## src/rtl/cpu_bus_pkg.sv

```systemverilog
// Shared types and helpers for the CPU-to-pad bus serializer.
package cpu_bus_pkg;

    typedef enum logic [2:0] {
        ST_IDLE,
        ST_ADDR,
        ST_CMD,
        ST_TURN,
        ST_DATA,
        ST_RESP
    } state_e;

    localparam int CMD_WE_BIT    = 0;
    localparam int CMD_FRAME_BIT = 1;

    function automatic bit widths_ok(input int addr_w, input int data_w, input int pin_w);
        return (pin_w >= 2) && (addr_w > 0) && (data_w > 0) &&
               (addr_w % pin_w == 0) && (data_w % pin_w == 0);
    endfunction

    // Beat counter width: enough for max(AB, DB) beats, never narrower than 1 bit.
    function automatic int beat_cnt_w(input int ab, input int db);
        int m;
        m = (ab > db) ? ab : db;
        return (m < 2) ? 1 : $clog2(m);
    endfunction

endpackage

```

## src/rtl/bus_lane_mux.sv

```systemverilog
// Lane selector: reads PIN_W slice `sel` of a word, and returns the word with
// that slice replaced by `wr_slice`.
module bus_lane_mux #(
    parameter int W     = 32,
    parameter int PIN_W = 8,
    parameter int CW    = 2
) (
    input  logic [W-1:0]     word,
    input  logic [CW-1:0]    sel,
    output logic [PIN_W-1:0] slice,
    input  logic [PIN_W-1:0] wr_slice,
    output logic [W-1:0]     merged
);
    localparam int N = W / PIN_W;

    // NOTE: every output of a combinational block gets a default first, so no path leaves it unassigned (no latch).
    always_comb begin
        slice  = '0;
        merged = word;
        for (int i = 0; i < N; i++) begin
            if (sel == CW'(i)) begin
                slice                      = word[i*PIN_W +: PIN_W];
                merged[i*PIN_W +: PIN_W]   = wr_slice;
            end
        end
    end

endmodule

```

## src/rtl/cpu_bus_serializer.sv

```systemverilog
// Frames CPU requests as address/command/turnaround/data beats on the pad bus.
// Optional BUS_WAIT_EN: pad_wait_i stalls DATA beats.
module cpu_bus_serializer
    import cpu_bus_pkg::*;
#(
    parameter int ADDR_W = 32,
    parameter int DATA_W = 32,
    parameter int PIN_W  = 8
) (
    input  logic              clk,
    input  logic              rst_n,
    input  logic              req_valid,
    output logic              req_ready,
    input  logic              req_we,
    input  logic [ADDR_W-1:0] req_addr,
    input  logic [DATA_W-1:0] req_wdata,
    output logic              rsp_valid,
    output logic [DATA_W-1:0] rsp_rdata,
    output logic [PIN_W-1:0]  pad_addr_o,
    output logic [PIN_W-1:0]  pad_data_o,
    output logic [PIN_W-1:0]  pad_data_oe,
    input  logic [PIN_W-1:0]  pad_data_i,
    input  logic              pad_wait_i
);
    localparam int AB = ADDR_W / PIN_W;
    localparam int DB = DATA_W / PIN_W;
    localparam int CW = beat_cnt_w(AB, DB);
    localparam logic [CW-1:0] AB_LAST = CW'(AB - 1);
    localparam logic [CW-1:0] DB_LAST = CW'(DB - 1);

    if (!widths_ok(ADDR_W, DATA_W, PIN_W)) begin : g_bad_widths
        $error("cpu_bus_serializer: ADDR_W and DATA_W must be multiples of PIN_W, PIN_W >= 2");
    end

    state_e              state, state_d;
    logic [CW-1:0]       beat, beat_d;
    logic                we_q;
    logic [ADDR_W-1:0]   addr_q;
    logic [DATA_W-1:0]   wdata_q, rx_q;
    logic                accept, stall, rx_sample;

    logic [ADDR_W-1:0]   addr_word, unused_addr_rx;
    logic [PIN_W-1:0]    addr_slice;
    logic [DATA_W-1:0]   data_word, rx_merged;
    logic [CW-1:0]       data_sel;
    logic [PIN_W-1:0]    data_slice, cmd_word;
    logic [PIN_W-1:0]    pad_addr_d, pad_data_d, pad_data_oe_d;

`ifdef BUS_WAIT_EN
    assign stall = (state == ST_DATA) && pad_wait_i;
`else
    logic unused_wait;
    assign unused_wait = pad_wait_i;
    assign stall       = 1'b0;
`endif

    assign accept    = req_valid && req_ready;
    assign rx_sample = (state == ST_DATA) && !we_q && !stall;

    always_comb begin
        state_d = state;
        beat_d  = beat;
        unique case (state)
            ST_IDLE: if (accept) begin
                state_d = ST_ADDR;
                beat_d  = '0;
            end
            ST_ADDR: begin
                if (beat == AB_LAST) begin
                    state_d = ST_CMD;
                    beat_d  = '0;
                end else begin
                    beat_d = beat + 1'b1;
                end
            end
            ST_CMD: begin
                state_d = we_q ? ST_DATA : ST_TURN;
                beat_d  = '0;
            end
            ST_TURN: state_d = ST_DATA;
            ST_DATA: if (!stall) begin
                if (beat == DB_LAST) begin
                    state_d = ST_RESP;
                    beat_d  = '0;
                end else begin
                    beat_d = beat + 1'b1;
                end
            end
            ST_RESP: state_d = ST_IDLE;
            default: state_d = ST_IDLE;
        endcase
    end

    // Outputs are registered from the next state, so the accept edge already
    // presents address beat 0 before addr_q has been loaded.
    assign addr_word = accept ? req_addr : addr_q;
    assign data_word = we_q ? wdata_q : rx_q;
    assign data_sel  = we_q ? beat_d : beat;

    bus_lane_mux #(.W(ADDR_W), .PIN_W(PIN_W), .CW(CW)) u_addr_lane (
        .word     (addr_word),
        .sel      (beat_d),
        .slice    (addr_slice),
        .wr_slice ('0),
        .merged   (unused_addr_rx)
    );

    bus_lane_mux #(.W(DATA_W), .PIN_W(PIN_W), .CW(CW)) u_data_lane (
        .word     (data_word),
        .sel      (data_sel),
        .slice    (data_slice),
        .wr_slice (pad_data_i),
        .merged   (rx_merged)
    );

    always_comb begin
        cmd_word                = '0;
        cmd_word[CMD_FRAME_BIT] = 1'b1;
        cmd_word[CMD_WE_BIT]    = we_q;
        pad_addr_d              = '0;
        pad_data_d              = '0;
        pad_data_oe_d           = '0;
        if (state_d == ST_ADDR) pad_addr_d = addr_slice;
        if (state_d == ST_CMD)  pad_addr_d = cmd_word;
        if ((state_d == ST_DATA) && we_q) begin
            pad_data_d    = data_slice;
            pad_data_oe_d = '1;
        end
    end

    // NOTE: sequential state uses non-blocking assignments so every register samples pre-edge values.
    always_ff @(posedge clk or negedge rst_n) begin
        if (!rst_n) begin
            state       <= ST_IDLE;
            beat        <= '0;
            we_q        <= 1'b0;
            addr_q      <= '0;
            wdata_q     <= '0;
            rx_q        <= '0;
            req_ready   <= 1'b1;
            rsp_valid   <= 1'b0;
            rsp_rdata   <= '0;
            pad_addr_o  <= '0;
            pad_data_o  <= '0;
            pad_data_oe <= '0;
        end else begin
            state       <= state_d;
            beat        <= beat_d;
            req_ready   <= (state_d == ST_IDLE);
            rsp_valid   <= (state_d == ST_RESP);
            pad_addr_o  <= pad_addr_d;
            pad_data_o  <= pad_data_d;
            pad_data_oe <= pad_data_oe_d;
            if (accept) begin
                we_q    <= req_we;
                addr_q  <= req_addr;
                wdata_q <= req_wdata;
            end
            if (rx_sample) begin
                rx_q <= rx_merged;
                if (state_d == ST_RESP) rsp_rdata <= rx_merged;
            end
        end
    end

endmodule

```

## config.mk

```make
export PLATFORM = sky130hd
export DESIGN_NAME = cpu_bus_serializer
export DESIGN_NICKNAME = d
export VERILOG_FILES = /design/src/rtl/cpu_bus_pkg.sv /design/src/rtl/bus_lane_mux.sv /design/src/rtl/cpu_bus_serializer.sv
export SDC_FILE = /design/constraint.sdc
export NUM_CORES = 1
export LEC_CHECK = 0
export BUFFER_PORTS_ARGS = -buffer_cell sky130_fd_sc_hd__buf_2
export CORE_UTILIZATION = 40
export DETAILED_ROUTE_END_ITERATION = 7
export SKIP_LAST_GASP = 1
export SYNTH_ARGS = -nofsm -noshare
export SYNTH_HDL_FRONTEND = slang
export SYNTH_SLANG_ARGS = --single-unit
```

## constraint.sdc

```tcl
create_clock -name clk -period 3.3 [get_ports clk]
set_input_delay 0.165 -clock clk [delete_from_list [all_inputs] [get_ports clk]]
set_output_delay 0.165 -clock clk [all_outputs]
set_load 0.1 [all_outputs]
```

==> metrics.txt <==
# TYPE chip_impl_metric gauge
chip_impl_metric{name="io_buffers",unit=""} 133
chip_impl_info{name="most_common_cell_after_layout_fill_and_taps_aside",value="dfrtp_1"} 1
chip_impl_metric{name="max_cap_violations",unit=""} 0
chip_impl_metric{name="initial_antenna_violation_count",unit=""} 0
chip_impl_info{name="tritoncts",value="yes"} 1
chip_impl_metric{name="fillerInstances",unit=""} 1475
chip_impl_info{name="r2r_start",value="beat[0]$_DFF_PN0_"} 1
chip_impl_metric{name="hold_violations",unit=""} 0
chip_impl_metric{name="worst-r2r-cell-count",unit=""} 6
chip_impl_info{name="crit_path_cell_chain",value="ha_1 > nor3_2 > a31oi_2 > and4_1 > nor3_1 > a221o_1"} 1
chip_impl_metric{name="sink_count_of_the_clock_tree",unit=""} 153
chip_impl_metric{name="mapped_cells",unit=""} 578
chip_impl_info{name="critPathLaunch",value="beat[0]$_DFF_PN0_"} 1
chip_impl_metric{name="cts_htree_levels",unit=""} 4
chip_impl_metric{name="drive_above_1_share",unit=""} 0.278
chip_impl_metric{name="drt-initial-drc-count",unit=""} 304
chip_impl_metric{name="grt_first_pass_wirelength",unit="um"} 28600
chip_impl_metric{name="cts.clk_slew.worst_paths",unit="ps"} 60
chip_impl_metric{name="area.growth.synth_to_final",unit="%"} 30.7
chip_impl_metric{name="inserted_clock_buffers",unit=""} 17
chip_impl_metric{name="die_height",unit="um"} 134
chip_impl_info{name="worst_setup_path_endpoint",value="rsp_rdata[3]$_DFFE_PN0P_"} 1
chip_impl_metric{name="grt_max_degree",unit=""} 87
chip_impl_metric{name="design.portCount",unit=""} 135
chip_impl_metric{name="route.detailed.wl_per_inst",unit="um"} 17.7
chip_impl_metric{name="ys_async_sr_fraction",unit=""} 1.00
chip_impl_metric{name="overflow",unit=""} 0
chip_impl_metric{name="setup_viol",unit=""} 0
chip_impl_metric{name="via_count_of_the_first_global_routing_pass",unit=""} 5268
chip_impl_metric{name="cts.path.max_buffers",unit=""} 2
chip_impl_metric{name="cp.arrival",unit="ps"} 2930
chip_impl_metric{name="post-route-drc-count",unit=""} 0
chip_impl_metric{name="insertedDiodeCount",unit=""} 0
chip_impl_metric{name="layout.area.seq",unit="sq mm"} 0.00383
chip_impl_metric{name="antenna_left",unit=""} 0
chip_impl_metric{name="hpwl",unit="um"} 12500
chip_impl_info{name="crit-reg2reg-capture",value="rsp_rdata[3]$_DFFE_PN0P_"} 1
chip_impl_info{name="crit_path_end_kind",value="flop"} 1
chip_impl_metric{name="timing.final.max_slew_violations",unit=""} 0
chip_impl_metric{name="sequential_cell_area_fraction_in_the_yosys_report",unit=""} 0.549
chip_impl_metric{name="multi_input_area",unit="sq mm"} 0.00288
chip_impl_info{name="unrepaired_setup_endpoints_after_global_routing",value="false"} 1
chip_impl_metric{name="syn-cell-area",unit="sq mm"} 0.00698
chip_impl_info{name="type_of_element_launching_the_critical_path",value="flop"} 1
chip_impl_metric{name="route.final.wire_length",unit="um"} 17700
chip_impl_metric{name="synth_cell_type_count",unit=""} 53
chip_impl_metric{name="insertion_delay_to_the_later_sink_of_the_worst_skew_pair",unit="ps"} 420
chip_impl_metric{name="max_stage_delay",unit="ps"} 670
chip_impl_metric{name="crit_path_max_fanout",unit=""} 15
chip_impl_metric{name="finish.net_count",unit=""} 844
chip_impl_metric{name="final_critical_path_setup_slack",unit="ps"} 669
chip_impl_info{name="min-delay-path-class",value="input port to flop"} 1
chip_impl_metric{name="floorplan.initialDensity",unit=""} 0.415
chip_impl_info{name="cell_with_the_largest_stage_delay_on_the_worst_path",value="and4_1"} 1
chip_impl_metric{name="gp_congestion",unit=""} 0.858
chip_impl_metric{name="clock.fmax",unit="MHz"} 380
chip_impl_metric{name="critical_path_required",unit="ps"} 3600
chip_impl_info{name="worst-setup-path-type",value="flop to flop"} 1
chip_impl_metric{name="synth_warnings",unit=""} 0
chip_impl_metric{name="tightest_slew",unit="ps"} 779
chip_impl_metric{name="post-route-min-period",unit="ps"} 2630
chip_impl_metric{name="reg2reg_slack",unit="ps"} 670
chip_impl_info{name="outcome",value="finished, final reports clean"} 1
chip_impl_info{name="dominantRegCellSynth",value="dfrtp_1"} 1
chip_impl_metric{name="synth_area_per_cell",unit="sq um"} 12.1
chip_impl_metric{name="placementRows",unit=""} 47
chip_impl_metric{name="vias_per_std_cell",unit=""} 5.34
chip_impl_metric{name="synth_register_bits",unit=""} 153
chip_impl_metric{name="die_w",unit="um"} 134
chip_impl_info{name="root_buffer",value="clkbuf_16"} 1
chip_impl_metric{name="synth_edf_count",unit=""} 0
chip_impl_metric{name="detail_route.first_pass.iterations",unit=""} 5
chip_impl_metric{name="mappedNetlistNets",unit=""} 656
chip_impl_metric{name="vias",unit=""} 5334
chip_impl_metric{name="fin_setup_tns",unit="ps"} 0
chip_impl_metric{name="clock-skew-final",unit="ps"} 8.94
chip_impl_metric{name="floorplan.die_area",unit="sq mm"} 0.0180
chip_impl_metric{name="design.core.area",unit="sq mm"} 0.0168
chip_impl_metric{name="dpl_worst_slack",unit="ps"} 719
chip_impl_metric{name="grt_util_all_layers",unit=""} 0.209
chip_impl_info{name="layout_common_cells",value="dfrtp_1, buf_2, dlygate4sd3_1, mux2i_1, mux2_1"} 1
chip_impl_metric{name="max-slew-margin-rel",unit=""} 0.480
chip_impl_metric{name="resized_gates_after_cts",unit=""} 0
chip_impl_metric{name="layout_worst_path_cycle_share",unit=""} 0.797
[logic make-up (layout without fill, tap and decap cells)]
kind of cell               count (synthesis)  after routing  synth area share
DFF                                      153            153             0.549
and+or+nand+nor                          125            125            0.0877
muxes                                    120            120             0.185
AOI/OAI and AO/OA                        119            119             0.132
buffers and inverters                     57            257            0.0389
adders and majority gates                  2              2           0.00341
xor gates and xnor gates                   2              2           0.00359
[metal layers]
metal  wire length [um]  GRT usage  part of all wire  vias up
met2               8130      0.315              0.46      160
met4                194     0.0724             0.011        0
met3                814     0.0412             0.046       14
met5                  0          0                 0        -
li1                   -          -                 -     2500
met1               8530      0.302              0.48     2660
[sequential cells by signal, indices dropped and copies added, names as in the netlist]
register,cells
rsp_rdata,32
pad_data_o,8
wdata_q,32
pad_addr_o,8
state,3
req_ready,1
pad_data_oe,1
rsp_valid,1
addr_q,32
rx_q,32
we_q,1
beat,2
[cell usage after synthesis, types with 2 or more instances]
master,instances,area share
nor2b_1,2,0.0018
a22o_1,7,0.0088
o31ai_1,2,0.0022
a21o_1,12,0.013
inv_1,10,0.0054
inv_2,2,0.0011
nor3_2,2,0.0029
a21oi_1,9,0.0065
or4_1,2,0.0022
o211ai_1,6,0.0065
nand3b_1,2,0.0022
nand3_1,9,0.0065
nand2b_1,2,0.0018
buf_1,7,0.0038
and2_1,4,0.0036
a221o_1,31,0.044
o311ai_1,3,0.0038
o21ai_0,8,0.0057
o21a_1,2,0.0022
mux2_1,45,0.073
or3_1,2,0.0018
o21ai_1,28,0.020
nand2_1,38,0.020
dfrtp_1,152,0.55
nor2_1,23,0.012
nor3_1,34,0.024
buf_4,10,0.011
mux2i_1,47,0.067
mux2_2,28,0.045
buf_2,10,0.0072
clkbuf_1,17,0.0091
[worst min path at each step]
stage	from	to	cells past startpoint
after global placement	rst_n	addr_q[30]$_DFF_PN0_	1
after detailed placement	rst_n	addr_q[5]$_DFF_PN0_	1
final	req_addr[22]	addr_q[22]$_DFF_PN0_	2
after CTS	req_addr[22]	addr_q[22]$_DFF_PN0_	2
after floorplan	rst_n	addr_q[0]$_DFF_PN0_	0
after global routing	req_addr[15]	addr_q[15]$_DFF_PN0_	2
[layout make-up]
| cell class | instances | area share |
|---|---|---|
| clock inverter | 6 | 0.0150 |
| sequential | 153 | 0.420 |
| timing repair buffer | 214 | 0.161 |
| tap | 220 | 0.0302 |
| multi-input combinational | 368 | 0.316 |
| clock buffer | 25 | 0.0532 |
| inverter | 12 | 0.00494 |
[timing repair]
action	4_1_cts	5_1_grt
setup buffers	0	0
hold buffers	68	1
endpoints found under the hold margin	150	1
[critical path: cells and delay by family, from the launching register on]
kind	cells	cell delay, ps
fa+ha+maj	1	390
simple gates	3	860
flops	1	580
compound gates	2	670
[per-stage QoR]
stage               hold slack [ps]  utilization  cells  instance area, sq um
floorplan                      -131            -    578                  6980
global placement                262        0.464    898                  7810
detailed placement              265        0.464    898                  7810
CTS                          0.0908        0.542    997                  9110
global route                   4.13        0.542    998                  9120
finish                         10.7        0.542    998                  9120
Power is left out: the tool's default activity adds up to more than one toggle a clock period on the data nets, which glitch-free logic cannot reach.
